<file path="src/rtl/yarp_pkg.sv">
// Shared types and constants for the yarp core's performance-counter unit.
package yarp_pkg;

    typedef enum logic [1:0] {
        PERF_IDLE   = 2'd0,
        PERF_RUN    = 2'd1,
        PERF_FROZEN = 2'd2
    } perf_state_t;

    // Event input positions as wired in yarp_top
    localparam int EVT_ICACHE_BUSY = 0;
    localparam int EVT_DCACHE_BUSY = 1;
    localparam int EVT_INSTR_RET   = 2;
    localparam int EVT_BR_TAKEN    = 3;
    localparam int EVT_DMEM_REQ    = 4;

    localparam int PERF_NUM_EVT = 8;

endpackage

</file>
<file path="src/rtl/yarp_perf_cnt_slice.sv">
// One performance counter: event select, enable, live count, shadow and sticky overflow.
// Define YARP_PERF_SAT_EN to saturate at all-ones instead of wrapping.
module yarp_perf_cnt_slice #(
    parameter int CNT_W   = 32,
    parameter int NUM_EVT = 8,
    parameter int SEL_W   = (NUM_EVT > 1) ? $clog2(NUM_EVT) : 1
) (
    input  logic               clk,
    input  logic               reset_n,
    input  logic               i_run,
    input  logic [NUM_EVT-1:0] i_evt_q,
    input  logic               i_cfg_we,
    input  logic [SEL_W-1:0]   i_cfg_evt_sel,
    input  logic               i_cfg_en,
    input  logic               i_clr,
    input  logic               i_snap,
    output logic [CNT_W-1:0]   o_cnt,
    output logic [CNT_W-1:0]   o_shadow,
    output logic               o_ovf
);

    logic [SEL_W-1:0] r_sel;
    logic             r_en;
    logic [CNT_W-1:0] r_cnt;
    logic [CNT_W-1:0] r_shadow;
    logic             r_ovf;
    logic             w_hit;
    logic             w_at_max;

    // Old select/enable are used in a config-write cycle since they are registers
    assign w_hit    = i_run && r_en && i_evt_q[r_sel];
    assign w_at_max = &r_cnt;

    always_ff @(posedge clk or negedge reset_n) begin
        if (!reset_n) begin
            r_sel    <= '0;
            r_en     <= 1'b0;
            r_cnt    <= '0;
            r_shadow <= '0;
            r_ovf    <= 1'b0;
        end else begin
            if (i_cfg_we) begin
                r_sel <= i_cfg_evt_sel;
                r_en  <= i_cfg_en;
            end
            if (i_snap) begin
                r_shadow <= r_cnt;
            end
            if (i_clr) begin
                r_cnt <= '0;
                r_ovf <= 1'b0;
            end else if (w_hit) begin
                if (w_at_max) begin
                    r_ovf <= 1'b1;
                end
`ifdef YARP_PERF_SAT_EN
                if (!w_at_max) begin
                    r_cnt <= r_cnt + CNT_W'(1);
                end
`else
                r_cnt <= r_cnt + CNT_W'(1);
`endif
            end
        end
    end

    assign o_cnt    = r_cnt;
    assign o_shadow = r_shadow;
    assign o_ovf    = r_ovf;

endmodule

</file>
<file path="src/rtl/yarp_perf_counters.sv">
// Performance-counter unit: run/freeze FSM, registered event stage, NUM_CNT counter slices,
// registered read mux and overflow interrupt. YARP_PERF_SAT_EN selects saturating counters.
module yarp_perf_counters
    import yarp_pkg::*;
#(
    parameter int  NUM_CNT = 4,
    parameter int  CNT_W   = 32,
    parameter int  NUM_EVT = PERF_NUM_EVT,
    localparam int IDX_W   = (NUM_CNT > 1) ? $clog2(NUM_CNT) : 1,
    localparam int SEL_W   = (NUM_EVT > 1) ? $clog2(NUM_EVT) : 1
) (
    input  logic               clk,
    input  logic               reset_n,
    input  logic [NUM_EVT-1:0] evt_i,
    input  logic               start_i,
    input  logic               stop_i,
    input  logic               cfg_we_i,
    input  logic [IDX_W-1:0]   cfg_idx_i,
    input  logic [SEL_W-1:0]   cfg_evt_sel_i,
    input  logic               cfg_en_i,
    input  logic [NUM_CNT-1:0] clr_i,
    input  logic               snap_i,
    input  logic [IDX_W-1:0]   rd_idx_i,
    input  logic               rd_shadow_i,
    output logic [CNT_W-1:0]   rd_data_o,
    output logic [NUM_CNT-1:0] ovf_o,
    output logic               irq_o
);

    perf_state_t        r_state;
    perf_state_t        w_state_nxt;
    logic [NUM_EVT-1:0] r_evt_q;
    logic               w_run;
    logic [CNT_W-1:0]   w_cnt    [NUM_CNT];
    logic [CNT_W-1:0]   w_shadow [NUM_CNT];
    logic [CNT_W-1:0]   w_rd_data;

    always_ff @(posedge clk or negedge reset_n) begin
        if (!reset_n) begin
            r_state   <= PERF_IDLE;
            r_evt_q   <= '0;
            rd_data_o <= '0;
            irq_o     <= 1'b0;
        end else begin
            r_state   <= w_state_nxt;
            r_evt_q   <= evt_i;
            rd_data_o <= w_rd_data;
            irq_o     <= |ovf_o;
        end
    end

    // Simultaneous start and stop is treated as no request; IDLE is left only via start
    always_comb begin
        w_state_nxt = r_state;
        case (r_state)
            PERF_IDLE:   if (start_i && !stop_i) w_state_nxt = PERF_RUN;
            PERF_RUN:    if (stop_i && !start_i) w_state_nxt = PERF_FROZEN;
            PERF_FROZEN: if (start_i && !stop_i) w_state_nxt = PERF_RUN;
            default:     w_state_nxt = PERF_IDLE;
        endcase
    end

    assign w_run = (r_state == PERF_RUN);

    always_comb begin
        w_rd_data = '0;
        if (int'(rd_idx_i) < NUM_CNT) begin
            w_rd_data = rd_shadow_i ? w_shadow[rd_idx_i] : w_cnt[rd_idx_i];
        end
    end

    for (genvar k = 0; k < NUM_CNT; k++) begin : g_slice
        yarp_perf_cnt_slice #(
            .CNT_W   (CNT_W),
            .NUM_EVT (NUM_EVT),
            .SEL_W   (SEL_W)
        ) u_slice (
            .clk           (clk),
            .reset_n       (reset_n),
            .i_run         (w_run),
            .i_evt_q       (r_evt_q),
            .i_cfg_we      (cfg_we_i && (cfg_idx_i == IDX_W'(k))),
            .i_cfg_evt_sel (cfg_evt_sel_i),
            .i_cfg_en      (cfg_en_i),
            .i_clr         (clr_i[k]),
            .i_snap        (snap_i),
            .o_cnt         (w_cnt[k]),
            .o_shadow      (w_shadow[k]),
            .o_ovf         (ovf_o[k])
        );
    end

endmodule

</file>
<file path="config.mk">
export PLATFORM = sky130hd
export DESIGN_NAME = yarp_perf_counters
export DESIGN_NICKNAME = d
export VERILOG_FILES = /design/src/rtl/yarp_pkg.sv /design/src/rtl/yarp_perf_cnt_slice.sv /design/src/rtl/yarp_perf_counters.sv
export SDC_FILE = /design/constraint.sdc
export NUM_CORES = 1
export LEC_CHECK = 0
export ABC_CLOCK_PERIOD_IN_PS = 4300
export CAP_MARGIN = 20
export CORE_ASPECT_RATIO = 1.25
export CORE_UTILIZATION = 28
export CTS_BUF_LIST = sky130_fd_sc_hd__clkbuf_2
export DETAILED_ROUTE_END_ITERATION = 12
export GPL_TIMING_DRIVEN = 0
export REMOVE_ABC_BUFFERS = 1
export SYNTH_ARGS = -nofsm -noshare
export SYNTH_HDL_FRONTEND = slang
export SYNTH_HIERARCHICAL = 1
export SYNTH_SLANG_ARGS = --single-unit
</file>
<file path="constraint.sdc">
create_clock -name clk -period 4.3 [get_ports clk]
set_input_delay 0.86 -clock clk [delete_from_list [all_inputs] [get_ports clk]]
set_output_delay 0.86 -clock clk [all_outputs]
set_load 0.01 [all_outputs]
</file>
=== After elaboration in Yosys (flattened, before gate mapping) ===
Cells that the tools add are included.
W data, S select, Z words.

* Reductions and logical operators: 37
* Bitwise logic cells: 1
* Add/sub/neg operators: 4
* Shift-type cells: 0
* Magnitude comparators: 5
* Equality and inequality tests: 7
* Mux-type cells: 38
* Multipliers: 0
* Div/mod/pow operators: 0

{| class="wikitable"
|+ Operator list
! operator !! number
|-
| $mux W32 || 13
|-
| $add A32 B1 Y32 const B || 4
|-
| $bmux W32 S2 || 2
|-
| $reduce_and A32 Y1 || 4
|-
| $lt A3 B4 Y1 const B || 4
|-
| $mux W1 || 16
|-
| $reduce_bool A2 Y1 || 8
|-
| $logic_and A1 B1 Y1 || 14
|-
| $bmux W1 S3 || 4
|-
| $reduce_and A2 Y1 || 5
|-
| $eq A2 B2 Y1 const B || 3
|-
| $eq A2 B1 Y1 const B || 2
|-
| $logic_not A2 Y1 || 2
|-
| $mux W2 || 2
|-
| $pmux W2 S2 || 1
|-
| $reduce_or A4 Y1 || 1
|-
| $ge A3 B3 Y1 const B || 1
|-
| $not A2 Y3 || 1
|-
| $logic_not A1 Y1 || 2
|-
| $ne A2 B1 Y1 const B || 1
|-
| $ne A2 B2 Y1 const B || 1
|-
| $reduce_or A2 Y1 || 1
|}

* Register bits after elaboration: 319
* Memories kept: 0
* Input port bits: 27
* Memory bits (writable): 0
* Latch bits: 0
* Logic and storage cells: 116
* ROM bits: 0

=== Longest topological paths before layout ===
* Depth after elaboration: 5
* Mapped depth: 9
* Gate-level depth less buffers: 7

=== By module ===
The synthesis kept the hierarchy.

{| class="wikitable"
|+ Modules (own cells, without submodules)
! module !! area an instance (um2) !! cells each !! times used
|-
| yarp_perf_cnt_slice || 3133.0 || 274 || 4
|-
| yarp_perf_counters || 3236.9 || 170 || 1
|}

=== Worst setup path before layout ===
No wires, ideal clock.

* Path type: input-to-reg
* Start point: input port rd_idx_i[0]
* End point: register rd_data_o[11]
* Path slack: 2.230 ns
* Library setup time: 0.125 ns
* Path buffers: 2
* Arrival time: 1.945 ns
* Stages on the path: 4
* Path through: buf_6 > buf_6 > mux4_1 > mux2_2

* Word-level cells in the longest chain between the ends: 5

{| class="wikitable"
|+ Ends and longest elaborated chain
! item !! line !! RTL
|-
| from (decl) || yarp_perf_counters.sv:23 || <nowiki>input logic [IDX_W-1:0] rd_idx_i,</nowiki>
|-
| $not A2 Y3 (not written as such) (*) || yarp_perf_counters.sv:68 || <nowiki>w_rd_data = rd_shadow_i ? w_shadow[rd_idx_i] : w_cnt[rd_idx_i];</nowiki>
|-
| $bmux W32 S2 || yarp_perf_counters.sv:68 ||
|-
| $mux W32 (not written as such) (2 in series) || yarp_perf_counters.sv:68 ||
|-
| $mux W32 (*) || yarp_perf_counters.sv:68 ||
|-
| via w_rd_data[11] || yarp_perf_counters.sv:36 || <nowiki>logic [CNT_W-1:0] w_rd_data;</nowiki>
|-
| to (signal assigned) || yarp_perf_counters.sv:47 || <nowiki>rd_data_o <= w_rd_data;</nowiki>
|-
| to (decl) || yarp_perf_counters.sv:25 || <nowiki>output logic [CNT_W-1:0] rd_data_o,</nowiki>
|}

Mark *: on every way through the listed nets, which the timed path passes. The rest lies on a longest branch. The select of a mux whose other input is x is not followed.
A chain may end at the register's enable or synchronous reset.

=== Final worst setup path ===
* Start point: register r_state[1]
* End point: register g_slice[2].u_slice.r_cnt[28]

* Word-level cells in the longest chain between the ends: 4

{| class="wikitable"
|+ Ends and longest elaborated chain
! item !! line !! RTL
|-
| from (decl) || yarp_perf_counters.sv:30 || <nowiki>perf_state_t r_state;</nowiki>
|-
| from (signal assigned) || yarp_perf_counters.sv:45 || <nowiki>r_state <= w_state_nxt;</nowiki>
|-
| $eq A2 B1 Y1 || yarp_perf_counters.sv:63 || <nowiki>assign w_run = (r_state == PERF_RUN);</nowiki>
|-
| via w_run || yarp_perf_counters.sv:33 || <nowiki>logic w_run;</nowiki>
|-
| $logic_and A1 B1 Y1 (2 in series) || yarp_perf_cnt_slice.sv:31 || <nowiki>assign w_hit = i_run && r_en && i_evt_q[r_sel];</nowiki>
|-
| $reduce_bool A2 Y1 (no line) || n/a ||
|-
| to (signal assigned) || yarp_perf_cnt_slice.sv:61 || <nowiki>r_cnt <= r_cnt + CNT_W'(1);</nowiki>
|-
| to (decl) || yarp_perf_cnt_slice.sv:24 || <nowiki>logic [CNT_W-1:0] r_cnt;</nowiki>
|}

The timed path passes the listed nets, and every way through them passes these cells.

==> results.ini <==
[layout]
fill_cells = 5577
utilization_pct = 32.29
layout-drive-gt1-share_pct = 25.59
area_delta_synth_final_pct = 13.15
fin_nets = 1372

[clock_network]
cts_tree = built
numClockSinks = 319
cts_hold_buf = 1
cts_made_buffers = 82
clk_pin_slew_ns = 0.10
post_cts_buffers = 0
post_cts_resized = 0
clockBufferDepth = 3
clock-root-buffer = clkbuf_2
h-tree-depth = 3
clk_latency_ns = 1.01

[setup_path]
rr_worst_depth = 7
path_depth = 7
path_buf_inv = 1
ff2ff_setup_slack_ns = 0.90
path_cells = nand2b_1, inv_1, nand2_1, a221oi_2, nand3_1, or4_1, a21oi_1
path_max_fanout = 23
crit_end = g_slice[2].u_slice/o_cnt[28]$_DFFE_PN0P_
start_kind = flop
cpMaxStageDelayCell = nand3_1
critical_path_required_ns = 5.21
critical-path-max-stage-delay_ns = 0.85
critPathLaunch = r_state[1]$_DFFE_PN0P_
timing.rr.start = r_state[1]$_DFFE_PN0P_
arrival_ns = 4.30
r2r_end = g_slice[2].u_slice/o_cnt[28]$_DFFE_PN0P_
cp-end-kind = flop
worst-setup-path-type = flop to flop
critPathTopFamily = simple AND/OR/NAND/NOR gates

[sta]
min_period_over_period_pct = 79.00
clock_skew_ns = 0.08333
holdWs_ns = 0.3076
period_needed_ns = 3.397
setup_viol_count_final = 0
max_slew_margin_pct = 25.77
fmax_ghz = 0.2944
rsz0062_at_grt = false
worst_pin_slew_ns = 1.114
hold_viol_final = 0
slew_violations = 0

[global_routing]
grt_util_all_layers_pct = 13.15
grt_max_degree = 122
overflow = 0
grt_pass1_vias = 10960
antenna_found_initial = 2
grt_pass1_wl_um = 60180

[floorplanning]
placementRows = 96
die_area_mm2 = 0.05728
die_w_um = 214.3
num_io_pins = 64
start_util_pct = 28.54
die_y_um = 267.3
core_mm2 = 0.05525

[synthesis]
synth_cells = 1266
ys.flop_type = dfrtp_1
netlist_top_cells_count = dfrtp_1 (319), mux2_2 (176), a21oi_1 (92)
yosysMostFrequentCell = dfrtp_1
avgSynthCellArea_um2 = 12.46
synthArstFlopShare_pct = 100.0
yosysWarnings = 6
synth_top_area_share_pct = 50.62
ys_ff_latch = 319
yosysSeqAreaShare_pct = 50.62
synth_area_leaders = dfrtp_1 (51%), mux2_2 (13%), mux4_1 (6.7%)
synth_cell_types = 39
synth_edf_count = 0
yosysTopAreaCell = dfrtp_1
synth_area_mm2 = 0.01577

[pwr]
p_switching_uw = 1583
p_seq_share_pct = 55.5
clockPowerShare_pct = 36.1
power-per-cell-area_mw_per_mm2 = 314.8
switching_share_pct = 28.18
vdd_drop_max_uv = 182.4
cellLeakagePower_uw = 0.007841
p_int_uw = 4034
pwr-share-comb_pct = 8.4

[worst_hold_path]
hp-class = input port to flop

[detailed_routing]
avgViaCountPerCell = 5.106
wl_um = 36580
wl_per_cell_um = 17.16
drt_iter0_markers = 856
vias = 10890
ant_nets = 0
firstDrtPassIters = 5
drc_errors = 0

[status]
outcome = complete, no violations

[place]
port_buffers = 63
dpl.hpwl_um = 24120
gp_congestion = 0.7983

[flow_run]
maxCapViolations = 0

==> state kept, by name, summed over array words and instances, names as in the netlist <==
name	count
g_slice.u_slice/o_cnt	128
irq_o	1
g_slice.u_slice/r_en	4
rd_data_o	32
r_evt_q	8
r_state	2
g_slice.u_slice/o_shadow	128
g_slice.u_slice/r_sel	12
g_slice.u_slice/o_ovf	4
==> per-stage QoR <==
stage	setup slack (ns)	TNS [ns]	instances	cell area (µm²)	total power, µW
3_3_place_gp	-11.57	-3990.47	1982	16900	3635
5_1_grt	0.6268	0	2132	17840	5928
2_1_floorplan	1.838	0	1184	15350	3383
4_1_cts	0.9151	0	2126	17830	5708
3_5_place_dp	0.9124	0	1991	17130	3649
6_report	0.9028	0	2132	17840	5617
==> layout make-up <==
| class | count | area (µm²) | area share (%) |
|---|---|---|---|
| Sequential cell | 319 | 7983 | 44.74 |
| Clock buffer | 120 | 600.6 | 3.366 |
| Multi-Input combinational cell | 840 | 7274 | 40.77 |
| Timing Repair Buffer | 73 | 872.1 | 4.888 |
| Clock inverter | 14 | 83.83 | 0.4698 |
| Inverter | 25 | 93.84 | 0.5259 |
| Tap cell | 735 | 919.6 | 5.154 |
| Antenna cell | 6 | 15.01 | 0.08415 |
==> worst min path at each step <==
stage                                                      startpoint                                           to  slack [ns]  cells after the start
after CTS                                                    evt_i[2]                         r_evt_q[2]$_DFF_PN0_        0.22                      1
after detailed placement  g_slice[2].u_slice/o_shadow[27]$_DFFE_PN0P_  g_slice[2].u_slice/o_shadow[27]$_DFFE_PN0P_        0.49                      1
after global placement     g_slice[3].u_slice/o_shadow[4]$_DFFE_PN0P_   g_slice[3].u_slice/o_shadow[4]$_DFFE_PN0P_        0.48                      1
after floorplan                                r_state[0]$_DFFE_PN0P_                       r_state[0]$_DFFE_PN0P_        0.47                      1
final                                                        evt_i[2]                         r_evt_q[2]$_DFF_PN0_        0.31                      1
after global routing                                         evt_i[2]                         r_evt_q[2]$_DFF_PN0_        0.20                      1
==> cells in the final DEF (no fill, tap or decap), drive strengths merged, types with 25 or more instances in the layout <==
cell	count
inv	28
o31ai	56
mux2	176
o21ai	28
a21oi	92
nand4	32
or3	28
nor2	57
xor2	36
or4	61
dfrtp	319
nand2	53
clkdlybuf4s50	58
clkbuf	120
and3	25
nand3	60
mux4	64
==> kinds of logic (layout without fill, tap and decap cells) <==
kind of cell    count (synthesis)  in the layout  share of synthesized area [%]
other cells                     0              6                              0
compound gates                186            186                          7.141
simple gates                  354            354                          12.77
xor+xnor                       40             40                          2.222
fa+ha+maj                       4              4                         0.3174
mux                           256            256                          23.68
buf+inv                       107            232                          3.245
flops                         319            319                          50.62
==> power groups by stage <==
stage | Clock, µW | Sequential [µW] | Combinational, µW
2_1_floorplan | 0 | 3160 | 224
3_3_place_gp | 0 | 3170 | 461
3_5_place_dp | 0 | 3170 | 475
4_1_cts | 2120 | 3120 | 477
5_1_grt | 2280 | 3130 | 519
6_report | 2030 | 3120 | 470
==> layer usage <==
metal | GRT usage, % | up-vias | part of all wire (%)
li1 | - | 5002 | -
met1 | 17.27 | 5533 | 45
met2 | 20.79 | 273 | 48
met3 | 3.339 | 78 | 4.8
met4 | 5.077 | 0 | 2.5
met5 | 0 | - | 0
Power figures use the tool's default switching activity.
